$ cat src/rtl/uart_rx_pkg.sv
// Shared UART constants and receiver state encoding (also used by the TX path).
package uart_rx_pkg;
  localparam logic [12:0] BPS_T_9600    = 13'd5208;  // 50 MHz / 9600
  localparam logic [12:0] BPS_HALF_9600 = 13'd2604;  // bit centre
  localparam int          DATA_BITS     = 8;

  typedef enum logic [2:0] {
    IDLE   = 3'd0,
    START  = 3'd1,
    DATA   = 3'd2,
    PARITY = 3'd3,
    STOP   = 3'd4
  } rx_state_e;
endpackage

$ cat src/rtl/rx_bps_module.sv
// Receive baud generator: counts bit periods while a frame is active and
// strobes BPS_CLK once per bit at its centre. Mirror of the TX bps generator.
module rx_bps_module
  import uart_rx_pkg::*;
#(
  parameter logic [12:0] BPS_T    = BPS_T_9600,
  parameter logic [12:0] BPS_HALF = BPS_HALF_9600
)(
  input  logic CLK,
  input  logic Rstn,
  input  logic Count_Sig,
  output logic BPS_CLK
);
  logic [12:0] cnt_q, cnt_d;

  // Free-run over one bit period while counting, parked at 0 otherwise.
  always_comb begin
    cnt_d = 13'd0;
    if (Count_Sig) begin
      if (cnt_q == BPS_T - 13'd1) cnt_d = 13'd0;
      else                        cnt_d = cnt_q + 13'd1;
    end
  end

  // Counter register.
  always_ff @(posedge CLK or negedge Rstn) begin
    if (!Rstn) cnt_q <= 13'd0;
    else       cnt_q <= cnt_d;
  end

  assign BPS_CLK = (cnt_q == BPS_HALF);
endmodule

$ cat src/rtl/uart_rx_module.sv
// UART 8N1 receiver with centre sampling.
// Optional macro UART_RX_PARITY_EN adds a parity bit (PARITY_ODD selects sense).
module uart_rx_module
  import uart_rx_pkg::*;
#(
  parameter logic [12:0] BPS_T    = BPS_T_9600,
  parameter logic [12:0] BPS_HALF = BPS_HALF_9600
`ifdef UART_RX_PARITY_EN
  , parameter bit PARITY_ODD = 1'b0
`endif
)(
  input  logic       CLK,
  input  logic       Rstn,
  input  logic       RX_Pin_In,
  input  logic       RX_En,
  output logic [7:0] RX_Data,
  output logic       RX_Done_Sig,
  output logic       RX_Err_Sig,
  output logic       RX_Busy
);
  logic       sync1_q, sync2_q, sync3_q;
  logic       rx_s, h2l, count_sig, bps_clk, par_ok;
  rx_state_e  state_q, state_d;
  logic [7:0] shift_q, shift_d, data_q, data_d;
  logic [3:0] bit_cnt_q, bit_cnt_d;
  logic       done_q, done_d, err_q, err_d;
`ifdef UART_RX_PARITY_EN
  logic       par_q, par_d;
`endif

  // Two-flop synchronizer plus a history flop for start-edge detection.
  always_ff @(posedge CLK or negedge Rstn) begin
    if (!Rstn) begin
      sync1_q <= 1'b1;
      sync2_q <= 1'b1;
      sync3_q <= 1'b1;
    end else begin
      sync1_q <= RX_Pin_In;
      sync2_q <= sync1_q;
      sync3_q <= sync2_q;
    end
  end

  assign rx_s      = sync2_q;
  assign h2l       = sync3_q & ~sync2_q;
  assign count_sig = (state_q != IDLE);

  rx_bps_module #(.BPS_T(BPS_T), .BPS_HALF(BPS_HALF)) u_bps (
    .CLK      (CLK),
    .Rstn     (Rstn),
    .Count_Sig(count_sig),
    .BPS_CLK  (bps_clk)
  );

`ifdef UART_RX_PARITY_EN
  assign par_ok = (((^shift_q) ^ par_q) == PARITY_ODD);
`else
  assign par_ok = 1'b1;
`endif

  // Frame FSM: next state, shift register and output pulses.
  always_comb begin
    state_d   = state_q;
    shift_d   = shift_q;
    bit_cnt_d = bit_cnt_q;
    data_d    = data_q;
    done_d    = 1'b0;
    err_d     = 1'b0;
`ifdef UART_RX_PARITY_EN
    par_d     = par_q;
`endif
    case (state_q)
      IDLE: if (h2l && RX_En) state_d = START;
      START: if (bps_clk) begin
        // A line back high at the start-bit centre was a glitch.
        if (!rx_s) begin
          state_d   = DATA;
          bit_cnt_d = 4'd0;
        end else begin
          state_d   = IDLE;
        end
      end
      DATA: if (bps_clk) begin
        shift_d   = {rx_s, shift_q[7:1]};
        bit_cnt_d = bit_cnt_q + 4'd1;
        if (bit_cnt_q == 4'(DATA_BITS - 1)) begin
`ifdef UART_RX_PARITY_EN
          state_d = PARITY;
`else
          state_d = STOP;
`endif
        end
      end
`ifdef UART_RX_PARITY_EN
      PARITY: if (bps_clk) begin
        par_d   = rx_s;
        state_d = STOP;
      end
`endif
      STOP: if (bps_clk) begin
        // Leave at mid stop bit so a following start edge is not missed.
        state_d = IDLE;
        if (rx_s && par_ok) begin
          data_d = shift_q;
          done_d = 1'b1;
        end else begin
          err_d  = 1'b1;
        end
      end
      default: state_d = IDLE;
    endcase
  end

  // FSM and datapath registers.
  always_ff @(posedge CLK or negedge Rstn) begin
    if (!Rstn) begin
      state_q   <= IDLE;
      shift_q   <= 8'd0;
      bit_cnt_q <= 4'd0;
      data_q    <= 8'd0;
      done_q    <= 1'b0;
      err_q     <= 1'b0;
`ifdef UART_RX_PARITY_EN
      par_q     <= 1'b0;
`endif
    end else begin
      state_q   <= state_d;
      shift_q   <= shift_d;
      bit_cnt_q <= bit_cnt_d;
      data_q    <= data_d;
      done_q    <= done_d;
      err_q     <= err_d;
`ifdef UART_RX_PARITY_EN
      par_q     <= par_d;
`endif
    end
  end

  assign RX_Data     = data_q;
  assign RX_Done_Sig = done_q;
  assign RX_Err_Sig  = err_q;
  assign RX_Busy     = (state_q != IDLE);
endmodule

$ cat config.mk
export PLATFORM = sky130hd
export DESIGN_NAME = uart_rx_module
export DESIGN_NICKNAME = d
export VERILOG_FILES = /design/src/rtl/uart_rx_pkg.sv /design/src/rtl/rx_bps_module.sv /design/src/rtl/uart_rx_module.sv
export SDC_FILE = /design/constraint.sdc
export NUM_CORES = 1
export LEC_CHECK = 0
export CELL_PAD_IN_SITES_DETAIL_PLACEMENT = 1
export CELL_PAD_IN_SITES_GLOBAL_PLACEMENT = 2
export CORE_ASPECT_RATIO = 1.75
export CORE_MARGIN = 5
export CORE_UTILIZATION = 42
export DETAILED_ROUTE_END_ITERATION = 10
export MAX_ROUTING_LAYER = met4
export PLACE_DENSITY = 0.9
export SLEW_MARGIN = 40
export SYNTH_ARGS = -nofsm -noshare
export SYNTH_HDL_FRONTEND = slang
export SYNTH_SLANG_ARGS = --single-unit
$ cat constraint.sdc
create_clock -name CLK -period 5 [get_ports CLK]
set_input_delay 1.5 -clock CLK [delete_from_list [all_inputs] [get_ports CLK]]
set_output_delay 1.5 -clock CLK [all_outputs]
set_load 0.01 [all_outputs]
# [After elaboration in Yosys (flattened, before gate mapping)]
# Cells that the tools add are included.
[totals] romBits=0 mem_count=0 latch_bits=0 ramBits=0 elab_cells=53 in_bits=4 regBits=41 out_inout_bits=11
[op_classes] multipliers=0 n_shift=0 n_addsub=2 bitwise=2 mux=19 magnitude_cmp=0 div_mod_pow=0 eq_ne=12 reduce_logical=8
[op_table] operator="$mux W13" count=2
[op_table] operator="$mux W3" count=5
[op_table] operator="$add A13 B1 Y13 const B" count=1
[op_table] operator="$eq A13 B12 Y1 const B" count=1
[op_table] operator="$eq A13 B13 Y1 const B" count=1
[op_table] operator="$mux W4" count=3
[op_table] operator="$ne A2 B2 Y1 const B" count=6
[op_table] operator="$pmux W3 S4" count=1
[op_table] operator="$pmux W4 S2" count=1
[op_table] operator="$mux W1" count=6
[op_table] operator="$reduce_and A5 Y1" count=1
[op_table] operator="$add A4 B1 Y4 const B" count=1
[op_table] operator="$eq A4 B3 Y1 const B" count=1
[op_table] operator="$reduce_and A4 Y1" count=1
[op_table] operator="$eq A3 B1 Y1 const B" count=1
[op_table] operator="$eq A3 B2 Y1 const B" count=1
[op_table] operator="$eq A3 B3 Y1 const B" count=1
[op_table] operator="$logic_not A3 Y1" count=1
[op_table] operator="$reduce_and A3 Y1" count=1
[op_table] operator="$reduce_bool A3 Y1" count=1
[op_table] operator="$mux W2" count=1
[op_table] operator="$reduce_and A2 Y1" count=1
[op_table] operator="$reduce_bool A2 Y1" count=1
[op_table] operator="$and A1 B1 Y1" count=1
[op_table] operator="2 further kinds" count=2

# [Depth between registers and ports, before layout]
[depth] depth_word=5 ltp_mapped=7 mapped_depth_nobuf=6

# [Hierarchy]
# A second synthesis with hierarchy kept.
[unflattened] cells_unflattened=156 area_unflattened_um2=1896.8
[by_module_without_submodules] mod="uart_rx_module" cells_each=83 seq_area_each_um2=704.4 area_each_um2=1184.9 instances=1
[by_module_without_submodules] mod="rx_bps_module" cells_each=73 seq_area_each_um2=325.3 area_each_um2=711.9 instances=1

# [Least setup slack after synthesis]
# No wires, ideal clock.
[synth_timing] path_kind="register to output" start="register state_q[2]" end="output RX_Busy" path_buffers=1 t_arrival_ns=0.914 required_ns=3.500 setup_slack_ns=2.586 stages_incl_launch_ff=3 cell_sequence="dfrtp_1 > buf_2 > or3_1"
[synth_between] elab_chain_cells=1
[synth_lines] element="start: declaration" line_no="uart_rx_module.sv:23" rtl="rx_state_e state_q, state_d;"
[synth_lines] element="start signal: assignment" line_no="uart_rx_module.sv:127" rtl="state_q <= state_d;"
[synth_lines] element="$reduce_bool A3 Y1" line_no="uart_rx_module.sv:142" rtl="assign RX_Busy = (state_q != IDLE);"
[synth_lines] element="end: declaration" line_no="uart_rx_module.sv:19" rtl="output logic RX_Busy"
# No other way between the ends.

# [Worst setup path after layout]
# Same ends and word-level chain as after synthesis.

==> results.yml <==
cts:
  numClockSinks: 41
  htree_levels: 2
  cts_tree: "built"
  cts.path.max_buffers: 2
  ctsHoldBuffers: 0
  post-cts-setup-buffers: 0
  clk-insertion-delay-late_ns: 0.29
  cts_buffers: 5
  cts_resized: 0
  path_clk_slew_ns: 0.08
  clk_root_buffer_cell: "clkbuf_8"
detailed_routing:
  via_per_inst: 5.440
  ant_nets: 0
  num_vias: 1186
  routedWlPerCell_um: 16.91
  drc: 0
  firstDrtPassIters: 2
  drt-total-wl_mm: 3.686
  dr.first_iter.drc_count: 35
floorplan:
  die_w_um: 60.84
  rows: 32
  core_mm2: 0.004404
  die_area_mm2: 0.006020
  die_h_um: 98.96
  initial_core_util_pct: 43.13
  pin_count: 15
worst_setup_path:
  cp-startpoint: "state_q[2]"
  critical_path_arrival_ns: 1.70
  worstSetupEndpointType: "output port"
  required_ns: 3.50
  crit_type: "reg2out"
  worst_r2r_endpoint: "RX_Data[4]"
  crit_path_end: "RX_Busy"
  reg2reg_depth: 4
  timing.rr.start: "u_bps.cnt_q[2]"
  startpoint_type: "flip-flop"
  cp_max_fo: 10
  r2r_slack_ns: 2.73
synth:
  synth_flop_cell: "dfrtp_1"
  syn_area_mm2: 0.001899
  yosys.area_share.simple_pct: 17.85
  synth_common_cells: "dfrtp_1, nor2_1, mux2_2, xor2_1, mux2_4"
  synth_compound_area_share_pct: 4.414
  synth_most_common_cell: "dfrtp_1"
  synth.distinct_cells: 41
  synth_nets: 159
  synth_cells: 152
  synth.area.mux_share_pct: 12.19
  synth-edff-count: 0
  synth_area_leaders: "dfrtp_1, mux2_4, mux2_2"
  synth_seq_cells: 41
  synth_largest_area_cell: "dfrtp_1"
  synth_top_family_by_area: "simple AND/OR/NAND/NOR gates"
  synthAdderAreaFrac_pct: 1.976
  ys_seq_area_share_pct: 54.22
  synth_xor_area_share_pct: 5.072
  async_reset_ff_share_pct: 100.0
  avgSynthCellArea_um2: 12.50
  synth.top_cell.area_share_pct: 50.07
  yosysWarnings: 0
cells_and_area:
  regArea_mm2: 0.001030
  area_delta_synth_final_pct: 12.65
  multi_input_area_um2: 788.3
  layout-drive-gt1-share_pct: 22.75
  antennaDiodeCount: 0
  nets: 173
  final_util_pct: 48.58
  fillers: 474
timing:
  setup-tns-final_ns: 0
  fin_ws_ns: 1.801
  worstMarginPinSlew_ns: 0.6070
  grt_setup_unrepaired: "false"
  hold_viol: 0
  min_period_over_period_pct: 63.97
  setup_viol: 0
  slew-limit-headroom_pct: 59.10
  clock_skew_ns: 0.005139
  period_needed_ns: 3.199
  maxSlewViolCount: 0
  fmax_mhz: 312.6
global_route:
  grt_pass1_wl_mm: 6.403
  grt_max_degree: 42
  track_usage_pct: 14.70
  antenna_found_initial: 0
  grt_overflow_total: 0
  grt_pass1_vias: 1369
power:
  power_density_mw_per_mm2: 312.9
  ir_worst_vdd_mv: 0.2453
  leakage_nw: 1.014
place:
  pre_cts_ws_ns: 2.112
  portBuffers: 14
  dpl.hpwl_mm: 2.690
  place.gp.congestion: 0.8355
min_path:
  hold_path.class: "reg2reg"
run:
  drv_cap: 0
outcome:
  status: "completed"
## area by class of cell
type | count | area share (%)
clock buffers | 5 | 3.216
clock inverters | 3 | 0.8187
inverters | 7 | 1.228
multi-input cells | 96 | 36.84
flip-flops and latches | 41 | 48.13
well taps | 51 | 2.982
repair buffers | 15 | 6.784
## metal layers
layer / global-route usage (%) / part of all wire, %
met5: - / 0
met2: 25.80 / 56
met4: 6.511 / 1.9
met1: 14.67 / 39
met3: 3.539 / 2.7
## power breakdown
part | total (mW) | switching, mW | leakage, nW | internal [mW]
clock network | 0.211 | 0.115 | 0.0439 | 0.0963
logic | 0.0867 | 0.0519 | 0.416 | 0.0348
registers | 0.372 | 0.0216 | 0.554 | 0.350
## cell usage in the layout (no fill, tap or decap), types with 3 or more instances in the layout
cell type,n
xor2_1,9
o41ai_1,3
and3_1,3
inv_1,7
clkdlybuf4s50_1,13
mux2_2,9
clkbuf_8,5
ha_1,3
nand4_1,7
nor2_1,17
mux2_4,8
dfrtp_1,38
dfstp_2,3
nand3_1,4
and2_1,3
## flip-flops by register name, summed over array words and instances (netlist names)
register,flops
RX_Data,8
RX_Done_Sig,1
RX_Err_Sig,1
bit_cnt_q,4
rx_s,1
shift_q,8
state_q,3
sync1_q,1
sync3_q,1
u_bps.cnt_q,13
## logic make-up (layout without fill, tap and decap cells)
group,Yosys count,after routing
multiplexers,18,18
buffers and inverters,15,30
flip-flops,41,41
AND/OR/NAND/NOR,54,54
AO/OA/AOI/OAI,10,10
adder cells (fa/ha/maj),3,3
XOR/XNOR,11,11
## worst max-delay path, cell delays in order (launching register included)
cell	delay (ns)
dfrtp_1	0.47
or3_1	0.44
clkdlybuf4s50_1	0.50
## metrics by stage
step / total power [mW] / area, um2 / std cells / hold slack, ns
after floorplan: 0.4287 / 1899 / 152 / 0.3452
after global placement: 0.4595 / 2051 / 210 / 0.3474
after detailed placement: 0.4694 / 2053 / 210 / 0.3491
after CTS: 0.6845 / 2140 / 218 / 0.3609
after global routing: 0.7100 / 2140 / 218 / 0.3704
final: 0.6694 / 2140 / 218 / 0.3582
## worst min path at each step
stage	depth (start not counted)	from	to
global route	0	sync1_q	rx_s
CTS	0	sync1_q	rx_s
finish	0	sync1_q	rx_s
global placement	0	sync1_q	rx_s
floorplan	0	sync1_q	rx_s
detailed placement	0	sync1_q	rx_s
No activity file was read; power rests on OpenSTA's default activity.
